==> config.mk <==
export PLATFORM = sky130hd
export DESIGN_NAME = char_scan_ctrl
export DESIGN_NICKNAME = d
export VERILOG_FILES = /design/src/rtl/vga_pkg.sv /design/src/rtl/delay_line.sv /design/src/rtl/char_scan_ctrl.sv
export SDC_FILE = /design/constraint.sdc
export NUM_CORES = 1
export LEC_CHECK = 0
export ABC_AREA = 1
export CAP_MARGIN = 20
export CELL_PAD_IN_SITES_DETAIL_PLACEMENT = 1
export CELL_PAD_IN_SITES_GLOBAL_PLACEMENT = 1
export CORE_MARGIN = 5
export CORE_UTILIZATION = 34
export DETAILED_ROUTE_END_ITERATION = 8
export PLACE_DENSITY = 0.85
export RECOVER_POWER = 50
export SYNTH_ARGS = -nofsm -noshare
export SYNTH_HDL_FRONTEND = slang
export SYNTH_HIERARCHICAL = 1
export SYNTH_SLANG_ARGS = --single-unit
==> constraint.sdc <==
create_clock -name clk -period 3.95 [get_ports clk]
set_clock_uncertainty 0.15 [all_clocks]
set_input_delay 0.79 -clock clk [delete_from_list [all_inputs] [get_ports clk]]
set_output_delay 0.79 -clock clk [all_outputs]
set_load 0.02 [all_outputs]
==> src/rtl/vga_pkg.sv <==
// vga_pkg: text-window constants and scan FSM state type shared by the
// character-scan controller.
package vga_pkg;
  localparam int TXT_XPOS = 64;
  localparam int TXT_YPOS = 64;
  localparam int TXT_COLS = 16;
  localparam int TXT_ROWS = 16;
  localparam int GLYPH_W = 8;
  localparam int GLYPH_H = 16;
  localparam logic [11:0] BORDER_RGB = 12'hFFF;
  typedef enum logic [2:0] {IDLE, WAIT_X, SCAN, LINE_END, FRAME_DONE} scan_state_t;
endpackage

==> src/rtl/delay_line.sv <==
// delay_line: CLK_DEL-deep register pipeline with synchronous clear.
module delay_line #(
  parameter int WIDTH = 1,
  parameter int CLK_DEL = 2
) (
  input  logic             clk,
  input  logic             rst,
  input  logic [WIDTH-1:0] data_i,
  output logic [WIDTH-1:0] data_o
);
  logic [WIDTH-1:0] pipe_q [CLK_DEL];
  always_ff @(posedge clk) begin
    if (rst) begin
      for (int i = 0; i < CLK_DEL; i++) pipe_q[i] <= '0;
    end else begin
      pipe_q[0] <= data_i;
      for (int i = 1; i < CLK_DEL; i++) pipe_q[i] <= pipe_q[i-1];
    end
  end
  assign data_o = pipe_q[CLK_DEL-1];
endmodule

==> src/rtl/char_scan_ctrl.sv <==
// char_scan_ctrl: text-window scanner driving code/font ROM addresses and a
// 2-cycle aligned timing/rgb bundle; CHAR_SCAN_BORDER_EN adds a white border ring.
module char_scan_ctrl import vga_pkg::*; #(
  parameter int XPOS = TXT_XPOS,
  parameter int YPOS = TXT_YPOS,
  parameter int COLS = TXT_COLS,
  parameter int ROWS = TXT_ROWS,
  parameter int GW   = GLYPH_W,
  parameter int GH   = GLYPH_H
) (
  input  logic        clk,
  input  logic        rst,
  input  logic [10:0] hcount_in,
  input  logic [10:0] vcount_in,
  input  logic        hsync_in,
  input  logic        vsync_in,
  input  logic        hblnk_in,
  input  logic        vblnk_in,
  input  logic [11:0] rgb_in,
  output logic [7:0]  char_xy,
  output logic [3:0]  char_line,
  output logic [2:0]  pix_idx,
  output logic        in_window,
  output logic [10:0] hcount_out,
  output logic [10:0] vcount_out,
  output logic        hsync_out,
  output logic        vsync_out,
  output logic        hblnk_out,
  output logic        vblnk_out,
  output logic [11:0] rgb_out
);
  localparam int W = COLS * GW;
  localparam int H = ROWS * GH;
  if (XPOS < 1 || XPOS + W > 800 || YPOS + H > 600) begin : g_bad_window
    $error("char_scan_ctrl: text window outside 800x600");
  end
  scan_state_t state_q;
  logic [2:0] px_q;
  logic [3:0] col_q, line_q, row_q;
  logic [7:0] char_xy_q;
  logic [3:0] char_line_q;
  logic scan, x_in, y_in, win_d;
  logic [11:0] rgb_sel;
  logic [41:0] stage0, stage2;
  assign scan = state_q == SCAN;
  assign x_in = hcount_in >= 11'(XPOS) && hcount_in < 11'(XPOS + W);
  assign y_in = vcount_in >= 11'(YPOS) && vcount_in < 11'(YPOS + H);
  assign win_d = scan && x_in && y_in && !hblnk_in && !vblnk_in;
  assign char_xy = scan ? {row_q, col_q} : char_xy_q;
  assign char_line = scan ? line_q : char_line_q;
  // SCAN is entered one pixel early so the counters already address the pixel at XPOS
  always_ff @(posedge clk) begin
    if (rst) begin
      state_q <= IDLE;
      {px_q, col_q, line_q, row_q} <= '0;
      char_xy_q <= '0;
      char_line_q <= '0;
    end else begin
      char_xy_q <= char_xy;
      char_line_q <= char_line;
      if (state_q != IDLE && vcount_in == '0) state_q <= IDLE;
      else case (state_q)
        IDLE: if (vcount_in == 11'(YPOS) && hcount_in == '0) begin
          line_q <= '0;
          row_q <= '0;
          state_q <= WAIT_X;
        end
        WAIT_X: if (hcount_in == 11'(XPOS - 1)) begin
          px_q <= '0;
          col_q <= '0;
          state_q <= SCAN;
        end
        SCAN: begin
          px_q <= px_q + 3'd1;
          if (px_q == 3'(GW - 1)) col_q <= col_q + 4'd1;
          if (hcount_in == 11'(XPOS + W - 1)) state_q <= LINE_END;
        end
        LINE_END: begin
          line_q <= line_q + 4'd1;
          if (line_q == 4'(GH - 1)) row_q <= row_q + 4'd1;
          state_q <= (line_q == 4'(GH - 1) && row_q == 4'(ROWS - 1)) ? FRAME_DONE : WAIT_X;
        end
        FRAME_DONE: if (vcount_in == '0) state_q <= IDLE;
        default: state_q <= IDLE;
      endcase
    end
  end
`ifdef CHAR_SCAN_BORDER_EN
  logic x_ring, y_ring, on_edge;
  assign x_ring = hcount_in >= 11'(XPOS - 1) && hcount_in <= 11'(XPOS + W);
  assign y_ring = vcount_in >= 11'(YPOS - 1) && vcount_in <= 11'(YPOS + H);
  assign on_edge = hcount_in == 11'(XPOS - 1) || hcount_in == 11'(XPOS + W) ||
                   vcount_in == 11'(YPOS - 1) || vcount_in == 11'(YPOS + H);
  assign rgb_sel = (x_ring && y_ring && on_edge) ? BORDER_RGB : rgb_in;
`else
  assign rgb_sel = rgb_in;
`endif
  assign stage0 = {hcount_in, vcount_in, hsync_in, vsync_in, hblnk_in, vblnk_in, rgb_sel, px_q, win_d};
  delay_line #(.WIDTH(42), .CLK_DEL(2)) u_delay (
    .clk(clk),
    .rst(rst),
    .data_i(stage0),
    .data_o(stage2)
  );
  assign {hcount_out, vcount_out, hsync_out, vsync_out, hblnk_out, vblnk_out, rgb_out, pix_idx, in_window} = stage2;
endmodule

Word-level counts from Yosys, hierarchy flattened
Memories as Yosys holds them, arrays and structs flattened.
Index checks and enable logic that the tools add are counted.
{ "word_totals": {"ff_bits": 30, "ram_bits": 84, "elab_cells": 80, "memories": 1} }
{ "op_classes": {"n_addsub": 4, "n_lt_le_gt_ge": 4, "eq_ne": 16, "n_mux": 22, "bitwise_logic": 3, "n_reduce_logical": 23} }
{ "mem_list": {"columns": ["name", "words", "width", "rd", "rd_clocked_by_memory_dff", "write_ports", "line_no", "source"], "rows": [
  ["u_delay.pipe_q", 2, 42, 2, 0, 2, "delay_line.sv:11", "logic [WIDTH-1:0] pipe_q [CLK_DEL];"]
]} }
{ "op_table": {"columns": ["operator", "count"], "rows": [
  ["two-way mux 42 bit", 2],
  ["case mux 4 bit (2 select lines)", 3],
  [">= comparator 11 x 7 -> 1 bit, second input constant", 2],
  ["logical NOT 11 bit", 2],
  ["two-way mux 4 bit", 5],
  ["two-way mux 3 bit", 6],
  ["case mux 3 bit (5 select lines)", 1],
  ["adder 4 x 1 -> 4 bit, second input constant", 3],
  ["AND reduction 4 bit", 3],
  ["== test 11 x 6 -> 1 bit, second input constant", 1],
  ["== test 11 x 7 -> 1 bit, second input constant", 1],
  ["== test 11 x 8 -> 1 bit, second input constant", 1],
  ["less-than comparator 11 x 8 -> 1 bit, second input constant", 1],
  ["less-than comparator 11 x 9 -> 1 bit, second input constant", 1],
  ["logical AND 1 bit", 9],
  ["== test 4 bit, second input constant", 2],
  ["two-way mux 8 bit", 1],
  ["!= test 2 bit, second input constant", 4],
  ["== test 3 x 2 -> 1 bit, second input constant", 2],
  ["== test 3 bit, second input constant", 2],
  ["case mux 3 bit (2 select lines)", 1],
  ["AND reduction 3 bit", 2],
  ["!= test 2 x 1 -> 1 bit, second input constant", 2],
  ["nonzero test 2 bit", 2],
  ["9 further kinds", 13]
]} }

Longest topological paths before layout
Gate-level depths: netlist of run 1.
{ "depth": {"ltp_word": 7, "depth_mapped": 12, "depth_no_buf": 11} }

Cells and area by module
Netlist of run 1, hierarchy kept.
{ "by_module_without_submodules": {"columns": ["mod", "instances", "cells_per_inst", "area_per_inst_um2"], "rows": [
  ["delay_line", 1, 303, 2712.6],
  ["char_scan_ctrl", 1, 260, 1752.9]
]} }

Worst setup path before layout of run 1
No wires, ideal clock.
{ "synth_timing": {"path_type": "reg2out", "from": "register state_q[0]", "to": "output char_line[1]", "arrival_time_ns": 1.226, "required_ns": 3.010, "slack_ns": 1.784, "path_stages_with_launch": 8, "cell_sequence": "dfxtp_1 nor2_4 nand2_2 inv_1 clkbuf_2 or2_2 o21ai_0 inv_1"} }
{ "synth_between": {"elab_chain_len": 2} }
{ "synth_rtl": {"columns": ["element", "line_no", "source"], "rows": [
  ["start, declared", "char_scan_ctrl.sv:37", "scan_state_t state_q;"],
  ["start signal, assigned", "char_scan_ctrl.sv:81", "state_q <= (line_q == 4'(GH - 1) && row_q == 4'(ROWS - 1)) ? FRAME_DONE : WAIT_X;"],
  ["== test 3 x 2 -> 1 bit", "char_scan_ctrl.sv:45", "assign scan = state_q == SCAN;"],
  ["two-way mux 4 bit", "char_scan_ctrl.sv:50", "assign char_line = scan ? line_q : char_line_q;"],
  ["end, declared", "char_scan_ctrl.sv:21", "output logic [3:0] char_line,"]
]} }
No other way between the ends.

Worst setup path in the final report of run 1
{ "layout_timing": {"from": "register state_q[0]", "to": "output char_xy[5]"} }
{ "layout_between": {"elab_chain_len": 2} }
{ "layout_rtl": {"columns": ["element", "line_no", "source"], "rows": [
  ["== test 3 x 2 -> 1 bit", "char_scan_ctrl.sv:45", null],
  ["two-way mux 8 bit", "char_scan_ctrl.sv:49", "assign char_xy = scan ? {row_q, col_q} : char_xy_q;"],
  ["end, declared", "char_scan_ctrl.sv:20", "output logic [7:0] char_xy,"]
]} }
No other way between the ends.

==> run_results.csv, run 1 <==
group,metric,value,unit
cells_and_area,final_core_utilization,0.453,
timing,min_period,3.59,ns
timing,slew_headroom,0.0107,
cells_and_area,final_net_count,663,
clocking,htreeDepth,4,
drt,drt_wl_total,10.7,mm
logic_synthesis,yosys_most_used_dff,"dfxtp_1",
logic_synthesis,syn_area,0.00447,mm²
floorplan,core,0.0128,mm²
setup_path,crit_arrival,2.65,ns
global_routing,grt_pass1_vias,3798,
logic_synthesis,synth.most_common_cell,"nor2_1",
clocking,cts_sinks,114,
logic_synthesis,synth_edf_count,0,
logic_synthesis,synth-seq-cells,114,
setup_path,crit_path_end_kind,"primary output",
clocking,ctsHoldBuffers,0,
logic_synthesis,yosys.area.top_type,"dfxtp_1",
logic_synthesis,syn_nets,608,
timing,hold_viol,0,
global_routing,grt_usage,0.147,
cells_and_area,diodes,0,
setup_path,path_common_cell,"inv_1",
job,drv_cap,0,
setup_path,crit_slowest_cell,"clkdlybuf4s50_1",
global_routing,grt_max_degree,76,
floorplan,die_w,125,µm
timing,max_freq,279,MHz
logic_synthesis,ys_seq_area_frac,0.511,
floorplan,dieArea,0.0155,mm²
placed_design,place_inst,771,
clocking,cts_resized,0,
floorplan,die_y,125,µm
setup_path,crit_required,3.01,ns
drt,viasPerCell,4.26,
status,outcome,"completed",
setup_path,path_max_fanout,20,
clocking,cts_tree,"done",
cells_and_area,syn_to_final_growth,29.6,%
timing,slew_viol_final,0,
timing,worst_pin_slew,1.48,ns
logic_synthesis,synth_cells,563,
floorplan,start_util,0.350,
clocking,root_buffer,"clkbuf_16",
hold_path,hold_class,"register to register",
cells_and_area,layout-drive-gt1-share,0.0984,
timing,fin_crit_sh,0.909,
global_routing,grt_pass1_wl,18.3,mm
setup_path,cpPeakStageDelay,0.54,ns
timing,hold_slack,0.253,ns
logic_synthesis,syn_area_per_cell,7.93,µm²
logic_synthesis,yosys_warnings,6,
logic_synthesis,synth_top_area_frac,0.511,
setup_path,worstPathCellList,"nor2_4, nand2_2, inv_1, or2_2, o21ai_0, inv_1, clkdlybuf4s50_1",
logic_synthesis,yosysUniqueCellTypes,31,
power,irDropWorstVdd,0.000508,V
drt,drtIter0Drc,114,
drt,wl_per_cell,13.4,µm
clocking,post_cts_buffers,0,
logic_synthesis,netlist_top_cells_area,"dfxtp_1 51%, nor2_1 11%, inv_1 10%, buf_4 7.4%, nand2_1 3.5%",
global_routing,overflow,0,
clocking,worst_setup_hold_path_clk_slew,0.05,ns
clocking,cts_buffer_depth,2,
placed_design,hpwl,7.74,mm
drt,drtAntennaViolNets,0,
cells_and_area,fin_cells,802,
floorplan,io-pin-count,94,
clocking,worstSkewPairLatency,0.40,ns
logic_synthesis,ys_async_sr_fraction,0,
setup_path,criticalPathCategory,"register to primary output",
clocking,cts_buffers,17,
setup_path,start_kind,"register",
drt,dr.pass1.iters,4,
placed_design,port_buffers,93,
drt,vias,3414,
drt,drc,0,
timing,rsz0062_at_grt,"no",
global_routing,antenna_found_initial,0,
placed_design,place_congestion,0.752,
power,leakagePower,0.00270,µW
logic_synthesis,yosys-top-cells-count,"131 x nor2_1, 122 x inv_1, 114 x dfxtp_1",
power,power.density,678,mW/mm²
timing,setup_tns,0,ns
floorplan,num_rows,41,
timing,setup_viol_count_final,0,
cells by family after synthesis:
| kind of cell | count (synthesis) | synth area share |
|---|---|---|
| XOR/XNOR | 4 | 0.00785 |
| AND/OR/NAND/NOR | 229 | 0.224 |
| buffers and inverters | 181 | 0.204 |
| adder cells (fa/ha/maj) | 5 | 0.0140 |
| flip-flops | 114 | 0.511 |
| AO/OA/AOI/OAI | 30 | 0.0389 |
stage by stage:
step | cell area, µm² | total power, µW | setup slack (ns)
after floorplan | 4470 | 2030 | 1.78
after global placement | 5170 | 2290 | 0.917
after detailed placement | 5170 | 2350 | 0.720
after CTS | 5800 | 3990 | 0.270
after global routing | 5790 | 4160 | 0.114
final | 5790 | 3930 | 0.361
area by class of cell:
type | instances | area, µm²
Sequential cell | 114 | 2280
Fill cell | 1501 | 6980
Clock inverter | 10 | 156
Timing Repair Buffer | 94 | 930
Tap cell | 172 | 215
Multi-Input combinational cell | 268 | 1270
Clock buffer | 21 | 470
Inverter | 123 | 462
layer usage:
metal	global-route usage	up-vias	wire, µm
li1	-	1720	-
met1	0.149	1591	4270
met2	0.273	82	5730
met3	0.0527	21	510
met4	0.0580	0	230
met5	0	-	0
where the power goes:
group / switching, µW / internal (µW)
logic: 581 / 400
registers: 69.6 / 1270
clock network: 508 / 1100
total: 1160 / 2770
sequential cells by signal, indices dropped and copies added, names as in the netlist:
| name | flops |
|---|---|
| px_q | 3 |
| col_q | 4 |
| line_q | 4 |
| char_line_q | 4 |
| char_xy_q | 8 |
| row_q | 4 |
| state_q | 3 |
| u_delay/pipe_q | 84 |
critical path, delay by kind of cell (launching register included):
kind                   cells  cell delay (ns)
buffers and inverters      3             0.95
AND/OR/NAND/NOR            3             0.72
flip-flops                 1             0.43
AO/OA/AOI/OAI              1             0.13
worst paths after layout:
kind	slack (ns)	from	cells after the start	to
min	0.25	u_delay/pipe_q[0][5]	2	u_delay/pipe_q[0][47]
max reg2reg	1.93	state_q[0]	6	char_line_q[0]
min reg2reg	0.25	u_delay/pipe_q[0][5]	2	u_delay/pipe_q[0][47]
max	0.36	state_q[0]	7	char_xy[5]
layout by cell type (no fill, tap or decap):
cell type / count
or2_0: 1
clkbuf_1: 2
inv_1: 122
xnor2_1: 2
dfxtp_1: 114
clkbuf_16: 17
nor2_1: 131
nor3_1: 2
o21ai_2: 2
a21oi_1: 11
nor2_2: 4
o21ai_0: 13
inv_2: 1
nor3b_1: 1
a211oi_1: 1
nand2_1: 42
o211ai_1: 1
nand3_2: 1
clkinv_4: 1
nand4_1: 9
nand2_4: 1
o21ai_1: 1
clkdlybuf4s50_1: 92
nand3_1: 16
clkinvlp_4: 1
nor2_4: 3
bufinv_16: 4
clkinv_2: 4
clkbuf_8: 3
clkbuf_2: 1
ha_1: 5
nand2_2: 6
xor2_1: 2
or2_2: 12
o21ai_4: 1
Note: power is estimated with default switching activity, not from simulation.
==> inputs of run 2 (changes only) <==
- CAP_MARGIN: 20 -> 0
- CTS_CLUSTER_SIZE: default -> 40
==> results of run 2 <==
No change in the layout: final DEF, timing and power equal those of run 1.
==> inputs of run 3 (changes only) <==
- ABC_AREA: 1 -> 0
- CTS_CLUSTER_DIAMETER: default -> 60
- PLACE_DENSITY: 0.85 -> 0.82
==> run 3 against run 2 <==
- register-to-register slack got worse by 0.10 ns
- sequential cell count did not move
- clock power fell by 13%
- maximum frequency rose by 9.0%
- die area fell by 4.2%
- sequential power fell by 10%
- area after synthesis fell by 4.6%
- setup slack improved by 0.30 ns
- core utilization rose by 0.068 points
- non-clock buffer count rose by 1
- routed wire length fell by 16%
- synthesized cell count fell by 29%
==> run_results.csv, run 3 <==
group,metric,value,unit
status,outcome,"completed",
logic_synthesis,yosys.area.top_type,"dfxtp_1",
cells_and_area,layout_common_cells,"114 x dfxtp_1, 92 x clkdlybuf4s50_1, 88 x nor2b_1",
setup_path,r2r-end,"line_q[1]",
logic_synthesis,synth_top_area_frac,0.536,
clocking,worstSkewPairLatency,0.40,ns
drt,drtAntennaViolNets,0,
drt,viasPerCell,4.39,
setup_path,r2r-start,"state_q[0]",
setup_path,crit_arrival,2.35,ns
clocking,worst_setup_hold_path_clk_slew,0.05,ns
hold_path,hold_class,"register to register",
clocking,cts_resized,0,
cells_and_area,layout_commonest_cell,"dfxtp_1",
global_routing,overflow,0,
global_routing,grt_pass1_vias,3014,
setup_path,start_kind,"register",
global_routing,grt_pass1_wl,14.4,mm
placed_design,hpwl,6.51,mm
setup_path,criticalPathCategory,"register to primary output",
setup_path,path_max_fanout,14,
logic_synthesis,syn_area_per_cell,10.7,µm²
clocking,cts_buffer_depth,2,
drt,dr.pass1.iters,4,
logic_synthesis,synth_cells,397,
logic_synthesis,netlist_top_cells_area,"dfxtp_1 54%, nor2b_1 13%, buf_4 7.8%, mux2_2 3.4%, and2_1 1.9%",
timing,min_period,3.29,ns
floorplan,die_w,122,µm
timing,hold_slack,0.284,ns
drt,wl_per_cell,14.3,µm
logic_synthesis,yosys-top-cells-count,"114 x dfxtp_1, 88 x nor2b_1, 44 x buf_4",
setup_path,crit_path_end_kind,"primary output",
floorplan,die_y,122,µm
logic_synthesis,yosys_most_used_dff,"dfxtp_1",
timing,fin_crit_sh,0.834,
logic_synthesis,syn_area,0.00426,mm²
setup_path,rr_worst_depth,5,
timing,hold_viol,0,
placed_design,dp_slack,0.726,ns
setup_path,rrSetupSlack,1.83,ns
floorplan,num_rows,40,
timing,setup_viol_count_final,0,
timing,worst_pin_slew,1.48,ns
timing,max_freq,304,MHz
logic_synthesis,ys_async_sr_fraction,0,
drt,drt_wl_total,9.03,mm
logic_synthesis,synth_edf_count,0,
timing,slew_viol_final,0,
cells_and_area,final_core_utilization,0.454,
drt,drtIter0Drc,101,
timing,setup_slack,0.656,ns
floorplan,dieArea,0.0149,mm²
logic_synthesis,synth.most_common_cell,"dfxtp_1",
drt,vias,2782,
floorplan,start_util,0.350,
clocking,cts_sinks,114,
logic_synthesis,yosys_warnings,6,
logic_synthesis,ys_seq_area_frac,0.536,
timing,setup_tns,0,ns
logic_synthesis,syn_nets,442,
global_routing,antenna_found_initial,0,
setup_path,crit_end,"char_xy[2]",
cells_and_area,layout-drive-gt1-share,0.129,
cells_and_area,final_net_count,498,
placed_design,port_buffers,93,
logic_synthesis,yosysUniqueCellTypes,49,
clocking,cts_tree,"done",
setup_path,crit_required,3.01,ns
cells_and_area,largestRegisters,"u_delay/pipe_q: 84 flops, char_xy_q: 8 flops",
global_routing,grt_max_degree,60,
cells_and_area,regMostFlops,"u_delay/pipe_q",
power,power.density,498,mW/mm²
power,leakagePower,0.00216,µW
job,drv_cap,0,
clocking,post_cts_buffers,0,
placed_design,place_congestion,0.796,
clocking,htreeDepth,4,
cells_and_area,largest_register_ff_count,84,
floorplan,io-pin-count,94,
clocking,cts_buffers,17,
logic_synthesis,synth-seq-cells,114,
clocking,ctsHoldBuffers,0,
floorplan,core,0.0122,mm²
global_routing,grt_usage,0.126,
cells_and_area,syn_to_final_growth,29.5,%
power,irDropWorstVdd,0.000292,V
clocking,root_buffer,"clkbuf_16",
drt,drc,0,
cells_and_area,diodes,0,
timing,slew_headroom,0.0116,
setup_path,crit_start,"state_q[1]",
timing,rsz0062_at_grt,"no",
==> run 3: worst max-delay path, cell delays in order, from the launching register on <==
cell and delay, ns:
dfxtp_1 0.49, nor3b_2 0.27, buf_4 0.26, mux2_2 0.38, clkdlybuf4s50_1 0.55
==> run 3: stage by stage <==
step | area, µm² | total power (µW) | std cells
after global routing | 5520 | 2860 | 633
after floorplan | 4260 | 1310 | 397
after detailed placement | 4960 | 1370 | 602
final | 5520 | 2750 | 633
after CTS | 5520 | 2790 | 633
after global placement | 4960 | 1370 | 602
==> run 3: power by group <==
group	switching, µW	total (µW)	internal (µW)
logic	68.1	149	81.2
registers	8.05	1200	1190
clock network	477	1400	925
==> run 3: cell type report <==
class                           instances  area [µm²]
Clock buffer                           27         543
Clock inverter                          4        20.0
Fill cell                            1341        6640
Inverter                                5        18.8
Multi-Input combinational cell        220        1510
Sequential cell                       114        2280
Tap cell                              168         210
Timing Repair Buffer                   95         937
==> run 3: worst min-delay path by stage <==
stage                                startpoint                     to  slack (ns)  cells after the start
after floorplan            u_delay/pipe_q[0][0]  u_delay/pipe_q[0][42]        0.26                      1
after global placement    u_delay/pipe_q[0][13]  u_delay/pipe_q[0][55]        0.27                      1
after detailed placement  u_delay/pipe_q[0][33]  u_delay/pipe_q[0][75]        0.28                      1
after CTS                 u_delay/pipe_q[0][33]  u_delay/pipe_q[0][75]        0.29                      1
after global routing       u_delay/pipe_q[0][8]  u_delay/pipe_q[0][50]        0.30                      1
final                     u_delay/pipe_q[0][33]  u_delay/pipe_q[0][75]        0.28                      1
==> run 3: routing by layer <==
| layer | up-vias | global-route usage | part of all wire |
|---|---|---|---|
| met3 | 18 | 0.0427 | 0.045 |
| met1 | 1319 | 0.134 | 0.43 |
| li1 | 1384 | - | - |
| met2 | 61 | 0.217 | 0.50 |
| met4 | 0 | 0.0735 | 0.022 |
| met5 | - | 0 | 0 |
==> run 3: logic make-up (layout without fill, tap and decap cells) <==
kind of cell / after synthesis / count (layout) / synth area share
AND/OR/NAND/NOR: 168 / 168 / 0.249
flip-flops: 114 / 114 / 0.536
buffers and inverters: 63 / 131 / 0.110
AO/OA/AOI/OAI: 31 / 31 / 0.0499
multiplexers: 14 / 14 / 0.0367
adder cells (fa/ha/maj): 5 / 5 / 0.0147
XOR/XNOR: 2 / 2 / 0.00411
